==> src/rtl/memory_writer_pkg.sv <==
// Shared definitions for the pattern-memory writer and reader blocks.
package memory_writer_pkg;

  localparam int ADDR_W_DEF = 5;
  localparam int DATA_W_DEF = 10;

  typedef enum logic [1:0] {
    IDLE  = 2'd0,
    WRITE = 2'd1,
    CLEAR = 2'd2
  } wr_state_t;

endpackage

==> src/rtl/key_press_detect.sv <==
// Raw push-button to single-cycle press pulse: 2-FF synchronizer, optional
// debouncer (MEMORY_WRITER_DEBOUNCE_EN) and falling-edge detector.
module key_press_detect #(
  parameter int DEBOUNCE_CYCLES = 500000
) (
  input  logic clk,
  input  logic rst_n,
  input  logic i_key_n,
  output logic o_press
);

  logic r_sync1;
  logic r_sync2;
  logic r_level_d;
  logic r_press;
  logic w_level;

  // Released buttons read high, so reset to 1 to avoid a phantom press.
  always_ff @(posedge clk or negedge rst_n) begin
    if (!rst_n) begin
      r_sync1 <= 1'b1;
      r_sync2 <= 1'b1;
    end else begin
      r_sync1 <= i_key_n;
      r_sync2 <= r_sync1;
    end
  end

`ifdef MEMORY_WRITER_DEBOUNCE_EN
  localparam int CNT_W = (DEBOUNCE_CYCLES > 1) ? $clog2(DEBOUNCE_CYCLES + 1) : 1;

  logic [CNT_W-1:0] r_db_cnt;
  logic             r_db_level;

  // The debounced level follows only after the new level held for DEBOUNCE_CYCLES clocks.
  always_ff @(posedge clk or negedge rst_n) begin
    if (!rst_n) begin
      r_db_cnt   <= '0;
      r_db_level <= 1'b1;
    end else if (r_sync2 == r_db_level) begin
      r_db_cnt <= '0;
    end else if (r_db_cnt == CNT_W'(DEBOUNCE_CYCLES - 1)) begin
      r_db_cnt   <= '0;
      r_db_level <= r_sync2;
    end else begin
      r_db_cnt <= r_db_cnt + CNT_W'(1);
    end
  end

  assign w_level = r_db_level;
`else
  logic w_unused_cfg;
  assign w_unused_cfg = (DEBOUNCE_CYCLES == 0);
  assign w_level      = r_sync2;
`endif

  always_ff @(posedge clk or negedge rst_n) begin
    if (!rst_n) begin
      r_level_d <= 1'b1;
      r_press   <= 1'b0;
    end else begin
      r_level_d <= w_level;
      r_press   <= r_level_d & ~w_level;
    end
  end

  assign o_press = r_press;

endmodule

==> src/rtl/memory_pattern_writer.sv <==
// Writer side of the running-light pattern RAM: stores SW patterns on key
// presses, sweeps the RAM to zero on clear. Debounce via MEMORY_WRITER_DEBOUNCE_EN.
module memory_pattern_writer
  import memory_writer_pkg::*;
#(
  parameter int ADDR_W          = ADDR_W_DEF,
  parameter int DATA_W          = DATA_W_DEF,
  parameter int DEBOUNCE_CYCLES = 500000
) (
  input  logic              clk,
  input  logic              rst_n,
  input  logic              wr_key_n,
  input  logic              clr_key_n,
  input  logic [DATA_W-1:0] pattern_i,
  output logic              mem_wr_en_o,
  output logic [ADDR_W-1:0] mem_addr_o,
  output logic [DATA_W-1:0] mem_data_o,
  output logic [ADDR_W-1:0] addr_end_o,
  output logic              empty_o,
  output logic              full_o,
  output logic              reader_hold_o
);

  localparam logic [ADDR_W-1:0] LAST_ADDR = '1;

  logic w_wr_press;
  logic w_clr_press;

  key_press_detect #(.DEBOUNCE_CYCLES(DEBOUNCE_CYCLES)) u_wr_key (
    .clk     (clk),
    .rst_n   (rst_n),
    .i_key_n (wr_key_n),
    .o_press (w_wr_press)
  );

  key_press_detect #(.DEBOUNCE_CYCLES(DEBOUNCE_CYCLES)) u_clr_key (
    .clk     (clk),
    .rst_n   (rst_n),
    .i_key_n (clr_key_n),
    .o_press (w_clr_press)
  );

  wr_state_t         r_state,     w_state_next;
  logic [ADDR_W-1:0] r_wr_ptr,    w_wr_ptr_next;
  logic [ADDR_W-1:0] r_clr_cnt,   w_clr_cnt_next;
  logic [ADDR_W-1:0] r_addr_end,  w_addr_end_next;
  logic              r_empty,     w_empty_next;
  logic              r_full,      w_full_next;
  logic              r_wr_en,     w_wr_en_next;
  logic [ADDR_W-1:0] r_addr,      w_addr_next;
  logic [DATA_W-1:0] r_data,      w_data_next;
  logic              r_hold,      w_hold_next;

  always_ff @(posedge clk or negedge rst_n) begin
    if (!rst_n) begin
      r_state    <= IDLE;
      r_wr_ptr   <= '0;
      r_clr_cnt  <= '0;
      r_addr_end <= '0;
      r_empty    <= 1'b1;
      r_full     <= 1'b0;
      r_wr_en    <= 1'b0;
      r_addr     <= '0;
      r_data     <= '0;
      r_hold     <= 1'b1;
    end else begin
      r_state    <= w_state_next;
      r_wr_ptr   <= w_wr_ptr_next;
      r_clr_cnt  <= w_clr_cnt_next;
      r_addr_end <= w_addr_end_next;
      r_empty    <= w_empty_next;
      r_full     <= w_full_next;
      r_wr_en    <= w_wr_en_next;
      r_addr     <= w_addr_next;
      r_data     <= w_data_next;
      r_hold     <= w_hold_next;
    end
  end

  // RAM-port values are computed for the state being entered, so the bus is
  // registered and valid during the WRITE/CLEAR cycle itself.
  always_comb begin
    w_state_next    = r_state;
    w_wr_ptr_next   = r_wr_ptr;
    w_clr_cnt_next  = r_clr_cnt;
    w_addr_end_next = r_addr_end;
    w_empty_next    = r_empty;
    w_full_next     = r_full;
    w_wr_en_next    = 1'b0;
    w_addr_next     = '0;
    w_data_next     = '0;

    case (r_state)
      IDLE: begin
        if (w_clr_press) begin
          w_state_next   = CLEAR;
          w_clr_cnt_next = '0;
          w_wr_en_next   = 1'b1;
        end else if (w_wr_press && !r_full) begin
          w_state_next = WRITE;
          w_wr_en_next = 1'b1;
          w_addr_next  = r_wr_ptr;
          w_data_next  = pattern_i;
        end
      end
      WRITE: begin
        w_state_next    = IDLE;
        w_addr_end_next = r_wr_ptr;
        w_empty_next    = 1'b0;
        if (r_wr_ptr == LAST_ADDR) begin
          w_full_next = 1'b1;
        end else begin
          w_wr_ptr_next = r_wr_ptr + ADDR_W'(1);
        end
      end
      CLEAR: begin
        if (r_clr_cnt == LAST_ADDR) begin
          w_state_next    = IDLE;
          w_clr_cnt_next  = '0;
          w_wr_ptr_next   = '0;
          w_addr_end_next = '0;
          w_empty_next    = 1'b1;
          w_full_next     = 1'b0;
        end else begin
          w_clr_cnt_next = r_clr_cnt + ADDR_W'(1);
          w_wr_en_next   = 1'b1;
          w_addr_next    = w_clr_cnt_next;
        end
      end
      default: begin
        w_state_next = IDLE;
      end
    endcase

    w_hold_next = (w_state_next == WRITE) || (w_state_next == CLEAR) || w_empty_next;
  end

  assign mem_wr_en_o   = r_wr_en;
  assign mem_addr_o    = r_addr;
  assign mem_data_o    = r_data;
  assign addr_end_o    = r_addr_end;
  assign empty_o       = r_empty;
  assign full_o        = r_full;
  assign reader_hold_o = r_hold;

endmodule

==> config.mk <==
export PLATFORM = sky130hd
export DESIGN_NAME = memory_pattern_writer
export DESIGN_NICKNAME = d
export VERILOG_FILES = /design/src/rtl/memory_writer_pkg.sv /design/src/rtl/key_press_detect.sv /design/src/rtl/memory_pattern_writer.sv
export SDC_FILE = /design/constraint.sdc
export NUM_CORES = 1
export LEC_CHECK = 0
export ABC_CLOCK_PERIOD_IN_PS = 2300
export BUFFER_PORTS_ARGS = -buffer_cell sky130_fd_sc_hd__buf_4
export CAP_MARGIN = 20
export CELL_PAD_IN_SITES_DETAIL_PLACEMENT = 1
export CELL_PAD_IN_SITES_GLOBAL_PLACEMENT = 1
export CORE_AREA = 2 2 72 74
export CTS_BUF_LIST = sky130_fd_sc_hd__clkbuf_8
export DETAILED_ROUTE_END_ITERATION = 10
export DIE_AREA = 0 0 74 76
export GPL_TIMING_DRIVEN = 0
export PLACE_DENSITY = 0.73
export SETUP_SLACK_MARGIN = 0.5
export SLEW_MARGIN = 20
export SYNTH_ARGS = -nofsm -noshare
export SYNTH_HDL_FRONTEND = slang
export SYNTH_SLANG_ARGS = --single-unit
==> constraint.sdc <==
create_clock -name clk -period 2.3 [get_ports clk]
set_clock_uncertainty 0.05 [all_clocks]
set_input_delay 0.46 -clock clk [delete_from_list [all_inputs] [get_ports clk]]
set_output_delay 0.46 -clock clk [all_outputs]
set_load 0.005 [all_outputs]
Word-level counts from Yosys, hierarchy flattened
Cells that the tools add are included.
{"block": "totals", "wordCells": 71, "reg_bits": 44, "output_inout_bits": 24}
{"block": "classes", "reduce_logical": 11, "addsub": 2, "n_eq_ne": 10, "muxes": 26, "bitwise_logic": 4}
{"op": "case mux 5 bit (2 select lines)", "count": 4}
{"op": "2-to-1 mux 10 bit", "count": 3}
{"op": "2-to-1 mux 5 bit", "count": 6}
{"op": "adder 5 x 1 -> 5 bit (second input constant)", "count": 2}
{"op": "== test 5 bit (second input constant)", "count": 2}
{"op": "2-to-1 mux 1 bit", "count": 6}
{"op": "2-to-1 mux 2 bit", "count": 3}
{"op": "!= test 2 bit (second input constant)", "count": 3}
{"op": "case mux 1 bit (2 select lines)", "count": 3}
{"op": "AND reduction 3 bit", "count": 2}
{"op": "== test 2 x 1 -> 1 bit (second input constant)", "count": 2}
{"op": "== test 2 bit (second input constant)", "count": 2}
{"op": "case mux 2 bit (2 select lines)", "count": 1}
{"op": "AND reduction 2 bit", "count": 2}
{"op": "nonzero test 2 bit", "count": 2}
{"op": "AND 1 bit", "count": 2}
{"op": "zero test 2 bit", "count": 1}
{"op": "logical OR 1 bit", "count": 2}
{"op": "!= test 2 x 1 -> 1 bit (second input constant)", "count": 1}
{"op": "inverter 1 bit", "count": 2}
{"op": "logical AND 1 bit", "count": 1}
{"op": "zero test 1 bit", "count": 1}

Logic depth before layout (Yosys ltp)
Gate-level depths: netlist (run 1).
{"block": "depth", "depth_word": 8, "ltp_mapped": 8, "ltp_nobuf": 7}

Hierarchy
A second synthesis (run 1) with hierarchy kept.
{"block": "unflattened", "cells_unflattened": 157, "area_unflattened_um2": 1885.6}
{"mod": "memory_pattern_writer", "seq_area_each_um2": 903.4, "instances": 1, "cells_each": 147, "area_each_um2": 1650.3}
{"mod": "key_press_detect", "seq_area_each_um2": 103.8, "instances": 2, "cells_each": 5, "area_each_um2": 117.6}

Least setup slack after synthesis (run 1)
Ideal clock, no wire load.
{"block": "synth_timing", "path_kind": "reg-to-reg", "start": "register r_clr_cnt[0]", "end": "register r_hold (netlist: reader_hold_o)", "setup_ns": 0.080, "t_required_ns": 2.170, "stages_incl_launch_ff": 8, "path_buffers": 0, "path_slack_ns": 0.594, "t_arrival_ns": 1.576, "path_cell_list": "dfrtp_1 -> ha_1 -> and3_1 -> ha_1 -> nand2b_4 -> o221ai_4 -> xor2_1 -> nand2b_1"}
{"block": "synth_between", "elab_chain_cells": 6, "elab_cells_between_ends": 9, "cone_classes": "3 x eq/ne; 4 x mux; 2 x reduce/logical"}
{"element": "start: declaration", "line": "memory_pattern_writer.sv:45", "source": "logic [ADDR_W-1:0] r_clr_cnt, w_clr_cnt_next;"}
{"element": "start signal: assignment", "line": "memory_pattern_writer.sv:69", "source": "r_clr_cnt <= w_clr_cnt_next;"}
{"element": "== test 5 bit *", "line": "memory_pattern_writer.sv:117", "source": "if (r_clr_cnt == LAST_ADDR) begin"}
{"element": "2-to-1 mux 2 bit *", "line": "memory_pattern_writer.sv:117"}
{"element": "case mux 2 bit (2 select lines) *", "line": "memory_pattern_writer.sv:93", "source": "case (r_state)"}
{"element": "via w_state_next[1]", "line": "memory_pattern_writer.sv:43", "source": "wr_state_t r_state, w_state_next;"}
{"element": "== test 2 x 1 -> 1 bit / == test 2 bit (equally long branches)", "line": "memory_pattern_writer.sv:135", "source": "w_hold_next = (w_state_next == WRITE) || (w_state_next == CLEAR) || w_empty_next;"}
{"element": "logical OR 1 bit * (2 in a row)", "line": "memory_pattern_writer.sv:135"}
{"element": "via w_hold_next", "line": "memory_pattern_writer.sv:52", "source": "logic r_hold, w_hold_next;"}
{"element": "end signal: assignment", "line": "memory_pattern_writer.sv:76", "source": "r_hold <= w_hold_next;"}
{"element": "end: declaration", "line": "memory_pattern_writer.sv:52"}
The timed path passes the listed nets; every way through them passes the cells marked *.
A chain may end at the register's enable or synchronous reset.

Final worst setup path (run 1)
{"block": "layout_timing", "start": "register r_wr_ptr[0]", "end": "register r_wr_ptr[3]"}
{"block": "layout_between", "elab_chain_cells": 3, "elab_cells_between_ends": 6, "cone_classes": "1 x add/sub; 2 x eq/ne; 2 x mux; 1 x reduce/logical"}
{"element": "start: declaration", "line": "memory_pattern_writer.sv:44", "source": "logic [ADDR_W-1:0] r_wr_ptr, w_wr_ptr_next;"}
{"element": "start signal: assignment", "line": "memory_pattern_writer.sv:68", "source": "r_wr_ptr <= w_wr_ptr_next;"}
{"element": "adder 5 x 1 -> 5 bit / == test 5 bit (equally long branches)", "line": "memory_pattern_writer.sv:113, memory_pattern_writer.sv:110"}
{"element": "2-to-1 mux 5 bit / != test 2 bit (equally long branches)"}
{"element": "case mux 5 bit (2 select lines) / AND reduction 3 bit (equally long branches)"}
Parallel ways exist; a longest one is shown, timed or not. The select of a mux whose other input is x is not followed.

==> results.cfg, run 1 <==
[detailed_routing]
first_iter_violations = 57
met1_length_um = 1840
viasPerCell = 4.99
antenna_left = 0
drc = 0
vias = 1406
dr.max_layer_used = met4
drtPass1Iterations = 4
met2WireLength_um = 2510
wl_met3_um = 131
wirelength_um = 4580
routedWlPerCell_um = 16.3

[setup_path]
cp.arrival_ps = 2000
regToRegSetupSlack_ps = 460
reg2reg_from = r_wr_ptr[0]$_DFFE_PN0P_
cp-end-kind = flop
crit_type = reg -> reg
critPathRequiredTime_ps = 2470
r2r_end = r_wr_ptr[3]$_DFFE_PN0P_
cp_max_fo = 7
rr_worst_depth = 6
critPathLaunchType = flop

[pwr]
finalPower_mw = 2.76
powerDensity_nw_per_um2 = 1080
peakVddDrop_uv = 489
leakage_nw = 1.19
power_switching_mw = 0.907
pwr-share-comb = 0.380
p_sw_frac = 0.329
clkPwrFrac = 0.252
intPower_mw = 1.85
sequentialPowerShare = 0.367

[die]
start_util = 0.384
die_w_um = 74
dieArea_um2 = 5620
die_height_um = 76
ios = 38
design.core.area_um2 = 4910
rows = 26

[layout]
final_cell_mix = buf_4, dfrtp_1, nand2_1
syn2layout_area_growth_pct = 35.3
fillers = 530
register_area_um2 = 1110
finalNetCount = 232
final_common_cell = buf_4
drive_gt1_frac = 0.443
num_antenna_cells = 0
multi_input_area_um2 = 773

[placement]
gp_congestion = 0.767
dpl.hpwl_um = 3090
port_buffers = 37

[synth]
syn_nets = 177
synth_cells = 156
synth.ff_latch_count = 44
ys_seq_area_frac = 0.588
yosys.cell_types.count = 39
synth.avg_cell_area_um2 = 12.1
netlist_area_um2 = 1890
yosysWarnings = 0

[global_route]
grt_pass1_vias = 1466
overflow = 0
antenna_found_initial = 0
grt_max_degree = 45
grt_pass1_wl_um = 7560
track_usage = 0.176

[run]
timing.max_cap.violations = 0

[clock_tree]
cts_tree = done
clock_path_buffers = 2
cts_num_sinks = 44
root_buffer = clkbuf_8
htreeDepth = 2
clk_latency_ps = 300
clk_pin_slew_ps = 80
cts_hold_buf = 0
cts_buffers = 5

[timing]
hold_viol_final = 0
rsz0062_at_grt = yes
setup_tns_ps = 0
slew_headroom = 0.632
min_period_ps = 1840
min_period_over_period = 0.799
finalSetupViolations = 0
whs_ps = 94.7
maxSlewViolCount = 0
worstMarginPinSlew_ps = 552
fmax_ghz = 0.544

[hold_path]
hp-class = in -> async

[outcome]
status = completed
[cell usage after synthesis]
cell type / instances / share of area
and2_1: 8 / 0.027
xor2_1: 2 / 0.0093
a21o_2: 1 / 0.0046
buf_4: 1 / 0.0040
mux2i_1: 6 / 0.032
nor3_1: 1 / 0.0026
dfrtp_1: 36 / 0.48
a21oi_1: 7 / 0.019
buf_2: 2 / 0.0053
nor4_1: 1 / 0.0033
o21ai_1: 2 / 0.0053
nand2_1: 17 / 0.034
nor2_2: 1 / 0.0033
a32o_1: 2 / 0.011
a22oi_1: 2 / 0.0079
nand3_1: 3 / 0.0079
ha_1: 7 / 0.046
a22o_1: 2 / 0.0093
o21ai_0: 15 / 0.040
nor2b_1: 4 / 0.013
and2_2: 2 / 0.0079
inv_1: 7 / 0.014
nor2_1: 1 / 0.0020
and2b_2: 1 / 0.0046
nor4b_1: 1 / 0.0046
nand2b_1: 1 / 0.0033
xnor2_1: 1 / 0.0046
nor2b_2: 1 / 0.0046
and3_1: 2 / 0.0066
nand2b_4: 1 / 0.0073
a22o_2: 2 / 0.011
nand2b_2: 1 / 0.0046
o22ai_4: 1 / 0.011
buf_6: 2 / 0.012
o22ai_1: 1 / 0.0033
and4bb_4: 1 / 0.0086
o221ai_4: 1 / 0.014
dfstp_2: 8 / 0.11
o311ai_0: 1 / 0.0046
[kinds of logic (layout without fill, tap and decap cells)]
group                      count (synthesis)  count (layout)  share of synthesized area
buffers and inverters                     12              68                     0.0351
xor gates and xnor gates                   3               3                     0.0139
adders and majority gates                  7               7                     0.0464
AOI/OAI and AO/OA                         37              37                      0.139
muxes                                      6               6                     0.0318
and+or+nand+nor                           47              47                      0.145
DFF                                       44              44                      0.588
[worst max-delay path by stage]
stage	end	start
after global placement	reader_hold_o$_DFF_PN1_	r_clr_cnt[0]$_DFFE_PN0P_
final	r_wr_ptr[3]$_DFFE_PN0P_	r_wr_ptr[0]$_DFFE_PN0P_
after floorplan	reader_hold_o$_DFF_PN1_	r_clr_cnt[0]$_DFFE_PN0P_
after detailed placement	reader_hold_o$_DFF_PN1_	r_clr_cnt[0]$_DFFE_PN0P_
after global routing	r_wr_ptr[3]$_DFFE_PN0P_	r_state[0]$_DFF_PN0_
after CTS	reader_hold_o$_DFF_PN1_	r_clr_cnt[1]$_DFFE_PN0P_
[metrics by stage]
step | cells | worst slack (ps) | cell area, um2 | util
final | 282 | 463 | 2550 | 0.520
after global routing | 282 | 436 | 2550 | 0.520
after CTS | 272 | 462 | 2410 | 0.491
after detailed placement | 263 | 372 | 2250 | 0.459
after global placement | 263 | 439 | 2250 | 0.459
after floorplan | 156 | 594 | 1890 | -
[final cells by class]
| type | instances | area share |
|---|---|---|
| Buffer | 5 | 0.0171 |
| Clock buffer | 5 | 0.0269 |
| Clock inverter | 3 | 0.0250 |
| Inverter | 7 | 0.0118 |
| Multi-Input combinational cell | 100 | 0.303 |
| Sequential cell | 44 | 0.436 |
| Tap cell | 70 | 0.0343 |
| Timing Repair Buffer | 48 | 0.146 |
[timing repair]
| item | in CTS | in global routing |
|---|---|---|
| resized for setup | 6 | 14 |
| buffers inserted | 1 | 10 |
| setup endpoints to repair | 7 | 12 |
| hold endpoints to repair | 0 | 0 |
| pin swaps | 1 | 3 |
[flip-flops by register name (all words and copies together) (netlist names), 2 cells and up]
signal,cells
r_wr_ptr,5
addr_end_o,5
r_state,2
r_clr_cnt,5
mem_data_o,10
mem_addr_o,5
[metal layers]
layer,global-route usage,vias up
li1,-,648
met1,0.206,718
met2,0.309,30
met3,0.0410,10
met4,0.0582,0
met5,0,-
[critical path, stage by stage, from the launching register on]
cell     delay [ps]
dfrtp_2         450
ha_1            240
and3_1          190
ha_2            240
nor4_2          290
a21oi_1         130
o21ai_1         180
[power groups by stage]
stage               combinational [mW]  clock [mW]  sequential [mW]
finish                            1.05       0.696             1.01
global route                      1.17       0.744             1.03
CTS                              0.893       0.709             1.01
detailed placement               0.866           0             1.03
global placement                 0.831           0             1.01
floorplan                        0.553           0             1.01
Power figures use the tool's default switching activity.
==> run 2, diff against run 1 <==
ABC_AREA = 1   (was default)
ABC_CLOCK_PERIOD_IN_PS = 1900   (was 2300)
CORE_AREA = 2 2 71 73   (was 2 2 72 74)
DIE_AREA = 0 0 73 75   (was 0 0 74 76)
PLACE_DENSITY = 0.74   (was 0.73)
clock period = 1.9 ns   (was 2.3 ns; I/O delays follow)
==> results.cfg, run 2 <==
[layout]
fillers = 533
final_util = 0.529
final_common_cell = buf_4
fin_area_um2 = 2470
largest_register_ffs = 10
num_antenna_cells = 0
final_cell_mix = buf_4, dfrtp_1, inv_1
drive_gt1_frac = 0.455
syn2layout_area_growth_pct = 35.7
finalNetCount = 255

[synth]
synth_common_cells = dfrtp_1, inv_1, nand2_1, o21ai_0, nor2_1
synth.avg_cell_area_um2 = 10.1
synth_cells = 180
yosys.cell_types.count = 24
synth_top_area_frac = 0.496
netlist_area_um2 = 1820
yosysWarnings = 0
synth.ff_latch_count = 44
synth-edff-count = 0
synth_top_cell_by_area = dfrtp_1
ys_seq_area_frac = 0.611
syn_nets = 201
synthArstFlopShare = 1.00
synth_top_flop_cell = dfrtp_1
ys_top_cells_by_area = dfrtp_1, dfstp_2, inv_1
synth_most_common_cell = dfrtp_1

[setup_path]
reg2reg_from = r_clr_cnt[0]$_DFFE_PN0P_
critPathRequiredTime_ps = 2060
critPathLaunchType = flop
r2r_end = r_wr_ptr[0]$_DFFE_PN0P_
cp-end-kind = flop
regToRegSetupSlack_ps = 270
cp.arrival_ps = 1790
cp_max_fo = 8
crit_type = reg -> reg
crit_start = r_clr_cnt[0]$_DFFE_PN0P_
rr_worst_depth = 8

[placement]
port_buffers = 37
post_dp_cell_area_um2 = 2170
gp_congestion = 0.805
dpl.hpwl_um = 2730

[clock_tree]
cts_hold_buf = 0
htreeDepth = 2
clock_path_buffers = 2
cts_tree = done
clk_latency_ps = 300
cts_buffers = 5
root_buffer = clkbuf_8
clk_pin_slew_ps = 80
cts_num_sinks = 44

[global_route]
overflow = 0
antenna_found_initial = 0
track_usage = 0.163
grt_pass1_wl_um = 6560
grt_max_degree = 45
grt_pass1_vias = 1497

[detailed_routing]
first_iter_violations = 51
drtPass1Iterations = 4
viasPerCell = 4.89
drc = 0
vias = 1412
routedWlPerCell_um = 13.9
antenna_left = 0
wirelength_um = 4020

[timing]
worstMarginPinSlew_ps = 547
slew_headroom = 0.635
min_period_over_period = 0.856
min_period_ps = 1630
setup_tns_ps = 0
hold_viol_final = 0
fmax_ghz = 0.615
finalSetupViolations = 0
maxSlewViolCount = 0
rsz0062_at_grt = yes

[die]
rows = 25
die_w_um = 73
dieArea_um2 = 5480
die_height_um = 75
start_util = 0.390
ios = 38
design.core.area_um2 = 4660

[outcome]
status = completed

[pwr]
finalPower_mw = 3.00
powerDensity_nw_per_um2 = 1210
peakVddDrop_uv = 578
leakage_nw = 1.27

[run]
timing.max_cap.violations = 0

[hold_path]
hp-class = in -> async
==> run 2: changes by cell type in the layout (fill, tap and decap cells not counted), sizes merged, moves of 4 or more <==
cell,before,now
a22o,4,0
nor2,2,16
nand2,17,29
inv,7,32
o21ai,17,25
nor2b,5,0
nand3,3,14
and2,10,0
mux2i,6,0
==> run 2: final cells by class <==
cell class,count,area (um2),area share
flip-flops and latches,44,1110,0.451
repair buffers,47,357,0.145
clock inverters,1,3.75,0.00152
multi-input cells,102,674,0.273
plain buffers,3,30.0,0.0122
well taps,54,67.6,0.0274
inverters,31,126,0.0512
clock buffers,7,96.3,0.0390
==> run 2: how the worst max path moves through the flow <==
| stage | to | slack [ps] | cells after the start |
|---|---|---|---|
| after floorplan | r_wr_ptr[2]$_DFFE_PN0P_ | 410 | 8 |
| after global placement | r_wr_ptr[2]$_DFFE_PN0P_ | 200 | 8 |
| after detailed placement | r_wr_ptr[2]$_DFFE_PN0P_ | 170 | 8 |
| after CTS | r_wr_ptr[2]$_DFFE_PN0P_ | 270 | 8 |
| after global routing | r_wr_ptr[2]$_DFFE_PN0P_ | 170 | 8 |
| final | r_wr_ptr[0]$_DFFE_PN0P_ | 270 | 8 |
==> run 2: through the flow <==
stage	hold WS, ps	setup WS [ps]	std cells
after floorplan	34.4	412	180
after global placement	296	200	271
after detailed placement	301	172	271
after CTS	31.6	271	287
after global routing	52.3	165	289
final	9.93	274	289
==> run 2: worst max-delay path: stages (launching register included) <==
cell,delay (ps)
dfrtp_1,380
ha_2,180
nand2_1,50
nor2_1,110
ha_2,260
nand2_4,80
a21oi_4,240
nand3_2,100
o21ai_0,90
==> run 2: where the power goes <==
group / total, mW / switching, mW / internal [mW]
Clock: 0.631 / 0.304 / 0.327
Combinational: 1.15 / 0.657 / 0.497
Sequential: 1.21 / 0.0926 / 1.12
Total: 3.00 / 1.05 / 1.94
==> run 2: logic make-up after synthesis <==
| kind of cell | share of synthesized area |
|---|---|
| flip-flops | 0.611 |
| AND/OR/NAND/NOR | 0.159 |
| buffers and inverters | 0.0819 |
| adder cells (fa/ha/maj) | 0.0482 |
| AO/OA/AOI/OAI | 0.0998 |
==> run 2: repair_timing <==
item / 4_1_cts / 5_1_grt
pin swaps: 6 / 8
hold endpoints to repair: 0 / 0
resized for setup: 12 / 31
buffers inserted: 8 / 2
endpoints found under the setup margin: 36 / 35
==> run 2: per-layer routing <==
| metal | global-route usage | wire, um |
|---|---|---|
| met5 | 0 | 0 |
| met4 | 0.0700 | 72 |
| met3 | 0.0683 | 249 |
| met2 | 0.290 | 2090 |
| met1 | 0.170 | 1610 |
==> run 3, diff against run 2 <==
--- a/config.mk
+++ b/config.mk
@@ -11,4 +11,2 @@
 export CAP_MARGIN = 20
-export CELL_PAD_IN_SITES_DETAIL_PLACEMENT = 1
-export CELL_PAD_IN_SITES_GLOBAL_PLACEMENT = 1
 export CORE_AREA = 2 2 71 73
@@ -18,5 +16,4 @@
 export GPL_TIMING_DRIVEN = 0
-export PLACE_DENSITY = 0.74
+export PLACE_DENSITY = 0.6
 export SETUP_SLACK_MARGIN = 0.5
-export SLEW_MARGIN = 20
 export SYNTH_ARGS = -nofsm -noshare
--- a/constraint.sdc
+++ b/constraint.sdc
@@ -4,2 +4,2 @@
 set_output_delay 0.38 -clock clk [all_outputs]
-set_load 0.005 [all_outputs]
+set_load 0.1 [all_outputs]
==> results.cfg, run 3 (synthesis gave the netlist of run 2 again) <==
[timing]
hold_viol_final = 0
fmax_ghz = 0.634
worstMarginPinSlew_ps = 531
slew_headroom = 0.646
maxSlewViolCount = 0
final.setup.worst_slack_ps = 324
setup_tns_ps = 0
rsz0062_at_grt = yes
finalSetupViolations = 0
min_period_over_period = 0.830
min_period_ps = 1580

[die]
start_util = 0.390
dieArea_um2 = 5480
ios = 38
rows = 25
design.core.area_um2 = 4660
die_w_um = 73
die_height_um = 75

[layout]
num_antenna_cells = 0
largest_register_ffs = 10
drive_gt1_frac = 0.476
final_common_cell = buf_4
final_cell_mix = buf_4, dfrtp_1, inv_1
syn2layout_area_growth_pct = 45.0
finalNetCount = 268
fin_cells = 302

[detailed_routing]
drc = 0
viasPerCell = 4.71
dr.max_layer_used = met4
vias = 1421
first_iter_violations = 39
wirelength_um = 3820
antenna_left = 0
wl_met3_um = 245
drtPass1Iterations = 4
routedWlPerCell_um = 12.6
met1_length_um = 1630
met2WireLength_um = 1880

[placement]
placedCellCount = 271
gp_congestion = 0.870
port_buffers = 37
pre_cts_ws_ps = 207
dpl.hpwl_um = 2360

[run]
timing.max_cap.violations = 0

[clock_tree]
htreeDepth = 2
root_buffer = clkbuf_8
clk_latency_ps = 290
cts_tree = done
cts_num_sinks = 44
cts_hold_buf = 0
clock_path_buffers = 2
clk_pin_slew_ps = 80
cts_buffers = 5

[pwr]
intPower_mw = 2.21
power_switching_mw = 1.77
powerDensity_nw_per_um2 = 1510
p_sw_frac = 0.445
leakage_nw = 1.33
clkPwrFrac = 0.179
pwr-share-comb = 0.515
sequentialPowerShare = 0.306
finalPower_mw = 3.98
peakVddDrop_uv = 737

[setup_path]
cp-end-kind = flop
cp_max_fo = 8
crit_type = reg -> reg
critPathRequiredTime_ps = 2060
crit_chain = ha_2 -> nand2_2 -> nor2_4 -> ha_4 -> nand2_4 -> a21oi_4 -> nand3_1 -> o21ai_0
critical-path-slowest-cell = dfrtp_1
cp.arrival_ps = 1740
critPathLaunchType = flop
cpPeakStageDelay_ps = 370

[hold_path]
hp-class = in -> async

[global_route]
grt_pass1_vias = 1347
overflow = 0
grt_max_degree = 45
antenna_found_initial = 0
grt_pass1_wl_um = 5820
track_usage = 0.140

[outcome]
status = completed
## run 3: cell count changes in the layout (fill, tap and decap cells not counted), moves of 3 or more
| cell | delta |
|---|---|
| buf_4 | +4 |
| nor2_2 | -3 |
| buf_6 | +5 |
| buf_12 | +3 |
| o21ai_2 | -3 |
| nand2_2 | +4 |
| o21ai_0 | +4 |
## run 3: final cells by class
type | instances | area, um2
well taps | 54 | 67.6
clock buffers | 5 | 68.8
inverters | 31 | 134
multi-input cells | 102 | 672
repair buffers | 60 | 502
plain buffers | 3 | 36.3
clock inverters | 3 | 42.5
fillers | 413 | 2020
flip-flops and latches | 44 | 1110
## run 3: critical path, delay by kind of cell, from the launching register on
kind	cells	cell delay, ps
and+or+nand+nor	4	380
AOI/OAI and AO/OA	2	320
adders and majority gates	2	380
DFF	1	370
## run 3: routing by layer
| layer | vias to the layer above | global-route usage |
|---|---|---|
| met3 | 7 | 0.0576 |
| met1 | 668 | 0.162 |
| li1 | 704 | - |
| met4 | 0 | 0.0556 |
| met5 | - | 0 |
| met2 | 42 | 0.232 |
## run 3: path summary, 6_finish.rpt
kind	start	end	slack, ps	cells past startpoint
max	r_clr_cnt[1]$_DFFE_PN0P_	r_wr_ptr[0]$_DFFE_PN0P_	320	8
min	rst_n	addr_end_o[4]$_DFFE_PN0P_	10	1
max reg2reg	r_clr_cnt[1]$_DFFE_PN0P_	r_wr_ptr[0]$_DFFE_PN0P_	320	8
min reg2reg	u_clr_key.r_sync1$_DFF_PN1_	u_clr_key.r_sync2$_DFF_PN1_	310	0
max in group asynchronous	rst_n	r_state[1]$_DFF_PN0_	1390	1
min in group clk	wr_key_n	u_wr_key.r_sync1$_DFF_PN1_	140	1
## run 3: what timing repair did
item,4_1_cts,5_1_grt
setup buffers,10,13
endpoints found under the setup margin,38,44
gates resized for setup,17,37
pin swaps,8,13
## run 3: power groups by stage
stage                     Combinational (mW)  Sequential [mW]  Clock [mW]
after floorplan                        0.544             1.89           0
after global placement                  1.53             1.23           0
after detailed placement                1.54             1.24           0
after CTS                               1.73             1.20       0.731
after global routing                    2.19             1.24       0.765
final                                   2.05             1.22       0.713
## run 3: per-stage QoR
step | instance area [um2] | utilization | hold slack (ps)
detailed placement | 2170 | 0.466 | 297
finish | 2640 | 0.566 | 11.2
CTS | 2420 | 0.519 | 31.1
floorplan | 1820 | - | 34.4
global route | 2640 | 0.566 | 52.0
global placement | 2170 | 0.466 | 296
